$ cat src/rtl/axi_addr_issue_pkg.sv
// Shared widths, constants and state encoding for the AXI address-channel initiator.
package axi_addr_issue_pkg;

   localparam int unsigned ID_BITS    = 4;
   localparam int unsigned LEN_BITS   = 4;
   localparam int unsigned SIZE_BITS  = 3;
   localparam int unsigned BURST_BITS = 2;
   localparam int unsigned LOCK_BITS  = 2;
   localparam int unsigned CACHE_BITS = 4;
   localparam int unsigned PROT_BITS  = 3;

   // 4 KB page offset width and the 13-bit width needed to represent a full page
   localparam int unsigned PAGE_BITS  = 12;
   localparam int unsigned SPLIT_BITS = 13;

   localparam logic [BURST_BITS-1:0] BURST_INCR = 2'b01;

   typedef enum logic [1:0] {
      IDLE  = 2'd0,
      CALC  = 2'd1,
      ISSUE = 2'd2,
      FIN   = 2'd3
   } state_e;

endpackage

$ cat src/rtl/axi_burst_len.sv
// Beats in the next INCR burst: min(beats left, beats to the 4 KB page end, max burst).
module axi_burst_len
   import axi_addr_issue_pkg::*;
#(
   parameter int unsigned p_size  = 4,
   parameter int unsigned beats_w = 20,
   parameter int unsigned n_w     = 5
) (
   input  logic [PAGE_BITS-1:0] addr_lo_i,
   input  logic [beats_w-1:0]   beats_left_i,
   input  logic [n_w-1:0]       max_beats_i,
   output logic [n_w-1:0]       n_c_o
);

   localparam int unsigned CW = (beats_w > SPLIT_BITS) ? beats_w : SPLIT_BITS;

   logic [SPLIT_BITS-1:0] to_4k;
   logic [CW-1:0]         n_min;

   // Three-way minimum; 13-bit page arithmetic so an aligned page start yields a full page
   always_comb begin
      to_4k = (SPLIT_BITS'(4096) - {1'b0, addr_lo_i}) >> p_size;
      n_min = CW'(beats_left_i);
      if (CW'(to_4k) < n_min) n_min = CW'(to_4k);
      if (CW'(max_beats_i) < n_min) n_min = CW'(max_beats_i);
      n_c_o = n_w'(n_min);
   end

endmodule

$ cat src/rtl/axi_addr_issue.sv
// Splits a linear transfer request into 4 KB-safe INCR bursts on an AXI address channel.
module axi_addr_issue
   import axi_addr_issue_pkg::*;
#(
   parameter int unsigned masters   = 4,
   parameter int unsigned width     = 32,
   parameter int unsigned p_size    = 4,
   parameter int unsigned max_beats = 16,
   parameter int unsigned cnt_bits  = 24
) (
   input  logic                  CLK,
   input  logic                  RESETN,
   input  logic                  REQ_VALID,
   output logic                  REQ_READY,
   input  logic [masters-1:0]    REQ_MASTER,
   input  logic [ID_BITS-1:0]    REQ_ID,
   input  logic [width-1:0]      REQ_ADDR,
   input  logic [cnt_bits-1:0]   REQ_BYTES,
   output logic [masters-1:0]    O_MASTER,
   output logic [ID_BITS-1:0]    ID,
   output logic [width-1:0]      ADDR,
   output logic [LEN_BITS-1:0]   LEN,
   output logic [SIZE_BITS-1:0]  SIZE,
   output logic [BURST_BITS-1:0] BURST,
   output logic [LOCK_BITS-1:0]  LOCK,
   output logic [CACHE_BITS-1:0] CACHE,
   output logic [PROT_BITS-1:0]  PROT,
   output logic                  VALID,
   input  logic                  READY,
   output logic                  DONE,
   output logic                  BUSY
);

   localparam int unsigned BEATS_W = cnt_bits - p_size;
   localparam int unsigned NW      = LEN_BITS + 1;

   state_e               state_q, state_d;
   logic                 req_ready_q, valid_q, done_q, busy_q;
   logic [width-1:0]     addr_q, addr_d;
   logic [LEN_BITS-1:0]  len_q, len_d;
   logic [ID_BITS-1:0]   id_q, id_d;
   logic [masters-1:0]   master_q, master_d;
   logic [width-1:0]     cur_addr_q, cur_addr_d;
   logic [BEATS_W-1:0]   beats_left_q, beats_left_d;
   logic [NW-1:0]        burst_n;
   logic [NW-1:0]        issued_n;
   logic [BEATS_W-1:0]   req_beats;
   logic                 unused_lo;

   // Byte offsets below the bus width are dropped
   assign req_beats = REQ_BYTES[cnt_bits-1:p_size];
   assign unused_lo = ^{REQ_ADDR[p_size-1:0], REQ_BYTES[p_size-1:0]};
   assign issued_n  = NW'(len_q) + NW'(1);

   axi_burst_len #(
      .p_size  (p_size),
      .beats_w (BEATS_W),
      .n_w     (NW)
   ) u_burst_len (
      .addr_lo_i    (cur_addr_q[PAGE_BITS-1:0]),
      .beats_left_i (beats_left_q),
      .max_beats_i  (NW'(max_beats)),
      .n_c_o        (burst_n)
   );

   // Next-state and datapath updates
   always_comb begin
      state_d      = state_q;
      addr_d       = addr_q;
      len_d        = len_q;
      id_d         = id_q;
      master_d     = master_q;
      cur_addr_d   = cur_addr_q;
      beats_left_d = beats_left_q;
      case (state_q)
         IDLE: begin
            if (REQ_VALID && req_ready_q) begin
               id_d         = REQ_ID;
               master_d     = REQ_MASTER;
               cur_addr_d   = {REQ_ADDR[width-1:p_size], {p_size{1'b0}}};
               beats_left_d = req_beats;
               state_d      = (req_beats == '0) ? FIN : CALC;
            end
         end
         CALC: begin
            addr_d  = cur_addr_q;
            len_d   = LEN_BITS'(burst_n - NW'(1));
            state_d = ISSUE;
         end
         ISSUE: begin
            if (READY) begin
               cur_addr_d   = cur_addr_q + (width'(issued_n) << p_size);
               beats_left_d = beats_left_q - BEATS_W'(issued_n);
               state_d      = (beats_left_q == BEATS_W'(issued_n)) ? FIN : CALC;
            end
         end
         FIN: begin
            state_d = IDLE;
         end
         default: begin
            state_d = IDLE;
         end
      endcase
   end

   // State and registered outputs; handshake flags follow the next state
   always_ff @(posedge CLK) begin
      if (!RESETN) begin
         state_q      <= IDLE;
         req_ready_q  <= 1'b0;
         valid_q      <= 1'b0;
         done_q       <= 1'b0;
         busy_q       <= 1'b0;
         addr_q       <= '0;
         len_q        <= '0;
         id_q         <= '0;
         master_q     <= '0;
         cur_addr_q   <= '0;
         beats_left_q <= '0;
      end else begin
         state_q      <= state_d;
         req_ready_q  <= (state_d == IDLE);
         valid_q      <= (state_d == ISSUE);
         done_q       <= (state_d == FIN);
         busy_q       <= (state_d != IDLE);
         addr_q       <= addr_d;
         len_q        <= len_d;
         id_q         <= id_d;
         master_q     <= master_d;
         cur_addr_q   <= cur_addr_d;
         beats_left_q <= beats_left_d;
      end
   end

   assign REQ_READY = req_ready_q;
   assign VALID     = valid_q;
   assign DONE      = done_q;
   assign BUSY      = busy_q;
   assign ADDR      = addr_q;
   assign LEN       = len_q;
   assign ID        = id_q;
   assign O_MASTER  = master_q;
   assign SIZE      = SIZE_BITS'(p_size);
   assign BURST     = BURST_INCR;
   assign LOCK      = '0;
   assign CACHE     = '0;
   assign PROT      = '0;

endmodule

$ cat config.mk
export PLATFORM = sky130hd
export DESIGN_NAME = axi_addr_issue
export DESIGN_NICKNAME = d
export VERILOG_FILES = /design/src/rtl/axi_addr_issue_pkg.sv /design/src/rtl/axi_burst_len.sv /design/src/rtl/axi_addr_issue.sv
export SDC_FILE = /design/constraint.sdc
export NUM_CORES = 1
export LEC_CHECK = 0
export CAP_MARGIN = 15
export CORE_ASPECT_RATIO = 0.5
export CORE_MARGIN = 5
export CORE_UTILIZATION = 58
export DETAILED_ROUTE_END_ITERATION = 12
export DONT_BUFFER_PORTS = 1
export MAX_ROUTING_LAYER = met4
export PLACE_DENSITY = 0.74
export SKIP_CTS_REPAIR_TIMING = 1
export SLEW_MARGIN = 10
export SYNTH_ARGS = -nofsm -noshare
export SYNTH_HDL_FRONTEND = slang
export SYNTH_SLANG_ARGS = --single-unit
$ cat constraint.sdc
create_clock -name CLK -period 3.1 [get_ports CLK]
set_input_delay 0.31 -clock CLK [delete_from_list [all_inputs] [get_ports CLK]]
set_output_delay 0.31 -clock CLK [all_outputs]
set_load 0.03 [all_outputs]
-- Word level (Yosys, flattened, before mapping)
Cells that the tools add are included.
W data, S select, Z words.
- $add $sub $neg: 5
- order comparisons: 2
- equal/unequal tests: 8
- multiplexer cells: 13
- reductions and logical operators: 8
- operators by type and width (operator ; number):
    $mux W32 ; 2
    $pmux W32 S2 ; 1
    $mux W20 ; 3
    $pmux W20 S2 ; 1
    $add A32 B9 Y32 ; 1
    $eq A20 B5 Y1 ; 1
    $logic_not A20 Y1 ; 1
    $lt A5 B20 Y1 const A ; 1
    $lt A9 B20 Y1 ; 1
    $sub A20 B5 Y20 ; 1
    $sub A13 B12 Y13 const A ; 1
    $eq A2 B2 Y1 const B ; 4
    $mux W2 ; 4
    $pmux W2 S4 ; 1
    $add A4 B1 Y5 const B ; 1
    $logic_not A2 Y1 ; 2
    $mux W4 ; 1
    $ne A2 B2 Y1 const B ; 2
    $reduce_bool A2 Y1 ; 2
    $sub A4 B1 Y4 const B ; 1
    $reduce_and A3 Y1 ; 1
    $eq A2 B1 Y1 const B ; 1
    $reduce_and A2 Y1 ; 1
    $logic_and A1 B1 Y1 ; 1
- bits in registers: 102
- bits of input ports: 68
- output and inout port bits: 62
- word-level logic and storage cells: 47

-- Longest topological paths before layout
- depth after elaboration: 6
- mapped depth: 16
- gate-level depth less buffers: 15

-- Modules after synthesis
Synthesis repeated with hierarchy kept, for this count alone.
- cells, all modules: 737
- area, all modules: 5748.0 µm²
- by module, submodules not included (module ; instances ; cells an instance ; area an instance (µm²) ; seq. area each (µm²)):
    axi_addr_issue ; 1 ; 656 ; 5108.6 ; 1881.8
    axi_burst_len ; 1 ; 81 ; 639.4 ; 0.0

-- Worst setup path after synthesis
No wires, ideal clock.
- path kind: register to register
- start: register cur_addr_q[6]
- end: register len_q[2], in the netlist LEN[2]
- library setup time: 0.127 ns
- arrival time: 3.312 ns
- data required time: 2.973 ns
- slack: -0.339 ns
- stages on the path, launching flop included: 16
- path buffers: 1
- clock period less this slack: 3.439 ns
- path through: dfxtp_1 > clkbuf_1 > or3_1 > nor4_1 > xnor2_1 > ha_1 > and3_1 > o2111ai_1 > o21a_1 > nor2_1 > mux2_2 > nand2_1 > ha_1 > or3_1 > mux2i_1 > or3_1
- word-level cells in the longest chain between the ends: 6
- RTL lines (element ; RTL line ; source):
    start, declared ; axi_addr_issue.sv:43 ; logic [width-1:0] cur_addr_q, cur_addr_d;
    start signal, assigned ; axi_addr_issue.sv:130 ; cur_addr_q <= cur_addr_d;
    $sub A13 B12 Y13 (*) ; axi_burst_len.sv:22 ; to_4k = (SPLIT_BITS'(4096) - {1'b0, addr_lo_i}) >> p_size;
    $lt A9 B20 Y1 ; axi_burst_len.sv:24 ; if (CW'(to_4k) < n_min) n_min = CW'(to_4k);
    $mux W20 (*) ; axi_burst_len.sv:24 ;
    $lt A5 B20 Y1 ; axi_burst_len.sv:25 ; if (CW'(max_beats_i) < n_min) n_min = CW'(max_beats_i);
    $mux W4 (*) ; axi_burst_len.sv:25 ;
    $sub A4 B1 Y4 (*) ; axi_addr_issue.sv:87 ; len_d = LEN_BITS'(burst_n - NW'(1));
    end signal, assigned ; axi_addr_issue.sv:127 ; len_q <= len_d;
    end, declared ; axi_addr_issue.sv:40 ; logic [LEN_BITS-1:0] len_q, len_d;
Mark *: on every way between the ends. The rest lies on a longest branch, timed or not.
A chain may end at the register's enable or synchronous reset.

-- Worst setup path in the final report
- start: register cur_addr_q[7]
- end: register len_q[2], in the netlist LEN[2]
The elaborated chain is that of the path after synthesis.

==> impl_summary.md <==
Outcome
The run finished, with violations left. The final reports fail on setup timing.

GRT
The first global-routing pass estimated 25100 µm of wire. The number of antenna violations at the first check in global routing came to 0. The total overflow left after global routing is 0.

The via count of the first global-routing pass is 4985. Across every metal layer, demand over resource in global routing totals 0.268. In the global route stage, met3 resource usage came out at 0.0675.

The met1 track utilization from global routing is 0.365. met2 is the most crowded layer. The largest net degree at the start of global routing is 68. In the global route stage, met2 resource usage came out at 0.402.

Pwr
Dividing total power by cell area gives a power density of 583 nW/µm². The leakage power summed over all cells is 2.27 nW. Across the VDD grid, the largest voltage drop is 0.000336 V.

Clock tree
The TritonCTS buffer count is 9. The worst-case clock buffer depth is 2. The worst-skew pair later-pin latency is 0.35 ns.

The clock drives 94 sinks. The CTS tree is built. The level count of the clock H-tree is 3. The register clock-pin slew on the reported worst setup and hold paths is 0.07 ns. The root cell of the clock tree is clkbuf_16.

Finish
The number of diodes added for antenna fixing is 0. The final-stage net count is 832. Compared with the post-synthesis result, the final layout area differs by 9.32%. In the final layout, the share of cells above drive strength 1 is 0.0966.

Yosys
The commonest register cell after synthesis is dfxtp_1. The Yosys step of the flow raised 0 warnings. The cell with the most instances after synthesis is nand2_1. In the synthesized netlist, the cells that appear most often are nand2_1, dfxtp_1, a21oi_1, nor2_1, clkbuf_1.

Yosys attributes the largest share of cell area to dfxtp_1, nand2_1, a21oi_1. The synthesized design contains 0 enable-type register cells. In this run, distinct cell masters in the synthesized netlist total 64. The area share of the leading cell type in the synthesized netlist is 0.337.

Of the synthesized area, sequential elements account for 0.337. Summing every instance area after synthesis gives 5580 µm². The post-synthesis average cell area is 7.45 µm². Synthesis handed over a netlist of 750 instances. The register bit total from synthesis is 94. In the synthesized netlist the async set-or-reset flop fraction comes to 0. The most area-hungry cell type in the Yosys netlist is dfxtp_1.

Detailed routing
In the final routed layout, each cell accounts on average for 17.6 µm. After detailed routing, the number of remaining DRC violations is 0. The count of vias placed by the detailed router is 5434. In the routed layout, each cell is associated on average with a via count of 6.18. The count of nets left with antenna violations once routing finished came out at 0. The length of the first detailed-routing pass in iterations is 5.

Wires add up to 15500 µm. After the first detailed-routing iteration, the DRC count stood at 391.

Timing
On the final layout, the worst clock skew is 0.00702 ns. The worst path in the final design needs a cycle of 3.21 ns, including I/O delays and setup. The max-slew violation count is 0. The final total negative setup slack is -0.106 ns.

Setup repair after global routing could not meet its margin everywhere. The final hold violation count was 0. The final clock period utilization by the worst path is 1.03.

Setup violations remaining at the end of the flow were counted as 1. The pin slew with the least headroom to its limit is 0.895 ns. Based on the critical path, the design can be clocked at up to 0.312 GHz.

Once routing completed, OpenROAD measured the worst setup slack at -0.106 ns. The worst max-slew margin expressed relative to the limit is 0.401.

Die
Row generation in the floorplan step produced 25 rows. For this configuration, the core starts out at a cell density of 0.593. The horizontal die dimension is 149 µm. The area enclosed by the die boundary is 11800 µm². The die height is 79.4 µm. The core outline area is 9420 µm². The I/O pin total is 130.

Worst setup path
The cell type of the slowest stage on the worst timing path is or3_4. In this run the worst path has a maximum fanout of 4. The setup path with the least slack is of type flip-flop to flip-flop. The startpoint kind of the worst setup timing path is a flip-flop. The kind of capture point of the worst setup path is a flip-flop. The worst register-to-register path ends at LEN[2]$_SDFFE_PN0N_. In this run the critical register-to-register path is launched from cur_addr_q[7]$_SDFFE_PN0P_. Data on the critical path is required at its endpoint by 3.33 ns. On the worst path, the slowest cell contributes a delay of 0.42 ns.

Traced cell by cell, the critical path runs through or3_4 > nor2_2 > nand2_1 > xor2_1 > ha_1 > and3_4 > o2111ai_1 > o21a_2 > nor2_4 > mux2_2 > nand2_1 > ha_1 > or3_1 > mux2i_1 > or3_1. Setup slack on the worst reg-to-reg path comes out at -0.11 ns. Data on the critical path arrives at its endpoint at 3.44 ns.

Measured in cells, the most critical reg-to-reg path has a length of 15.

Place
Port buffering added 0 buffers. The half-perimeter wire length after detailed placement is 10900 µm. Timing analysis after detailed placement gives a worst setup slack of -0.0715 ns. At the end of routability-driven placement, the weighted congestion stood at 0.939.

Worst hold path
The worst hold path terminates at cur_addr_q[25]$_SDFFE_PN0P_. The worst min-delay path category is input pin to flip-flop. The count of cells along the worst hold path is 1. The beginning of the worst hold path is RESETN.

Run
Max-cap violations in this run came to 0.
## critical path: cells and delay by family, from the launching register on
family                   cells  cell delay [ns]
multiplexers                 2             0.42
flip-flops                   1             0.31
XOR/XNOR                     1             0.15
adder cells (fa/ha/maj)      2             0.44
AND/OR/NAND/NOR              8             1.43
AO/OA/AOI/OAI                2             0.34
## flip-flops by register name, indices dropped and copies added, names as in the netlist
name / count
ADDR: 28
REQ_READY: 1
VALID: 1
beats_left_q: 20
cur_addr_q: 28
BUSY: 1
state_q: 2
ID: 4
LEN: 4
DONE: 1
O_MASTER: 4
## area by class of cell
class                   count  area, µm²
repair buffers             30        225
well taps                 135        169
clock buffers              11        243
flip-flops and latches     94       1880
multi-input cells         577       3410
clock inverters             5       66.3
fillers                   845       3310
inverters                  28        105
## how the worst max path moves through the flow
stage | depth (start not counted) | end | start
floorplan | 16 | LEN[2]$_SDFFE_PN0N_ | cur_addr_q[6]$_SDFFE_PN0P_
global placement | 15 | LEN[2]$_SDFFE_PN0N_ | cur_addr_q[7]$_SDFFE_PN0P_
detailed placement | 14 | LEN[2]$_SDFFE_PN0N_ | cur_addr_q[7]$_SDFFE_PN0P_
CTS | 15 | LEN[2]$_SDFFE_PN0N_ | cur_addr_q[7]$_SDFFE_PN0P_
global route | 15 | LEN[2]$_SDFFE_PN0N_ | cur_addr_q[7]$_SDFFE_PN0P_
finish | 15 | LEN[2]$_SDFFE_PN0N_ | cur_addr_q[7]$_SDFFE_PN0P_
## metal layers
layer / routed length (µm) / vias up
li1: - / 2627
met1: 7060 / 2555
met2: 6740 / 228
met3: 1450 / 24
met4: 215 / 0
met5: 0 / -
## report_power, final
| group | switching [W] | internal, W | total, W |
|---|---|---|---|
| logic | 0.000575 | 0.000421 | 0.000995 |
| clock network | 0.000502 | 0.000658 | 0.00116 |
| registers | 0.000117 | 0.00129 | 0.00140 |
| total | 0.00119 | 0.00237 | 0.00356 |
## metrics by stage
stage	instances	util	total power (W)	hold WS [ns]	area, µm²
final	880	0.648	0.00356	0.0918	6100
after global routing	880	0.648	0.00374	0.0855	6100
after CTS	879	0.646	0.00354	0.0851	6080
after detailed placement	863	0.613	0.00239	0.449	5770
after global placement	863	0.613	0.00237	0.443	5770
after floorplan	766	-	0.00216	0.445	5690
## cells in the final DEF, fill, tap and decap left out, drive strengths merged, types with 6 or more instances in the layout
cell,instances
ha,22
o211ai,10
inv,30
o22ai,8
a21o,10
nand2,149
a21oi,73
nand4,8
a31oi,14
xnor2,10
a22oi,8
nand3,19
clkbuf,11
or4,7
and3,6
or3,10
nor2,44
dfxtp,94
nor4,14
o21ai,42
nor3,14
conb,18
a211oi,9
buf,30
mux2i,8
## cell families after synthesis
family	share of synthesized area
adders and majority gates	0.0565
DFF	0.337
and+or+nand+nor	0.243
muxes	0.0184
other	0.00134
buffers and inverters	0.0764
xor gates and xnor gates	0.0220
AOI/OAI and AO/OA	0.246
Note: power is estimated with default switching activity, not from simulation.
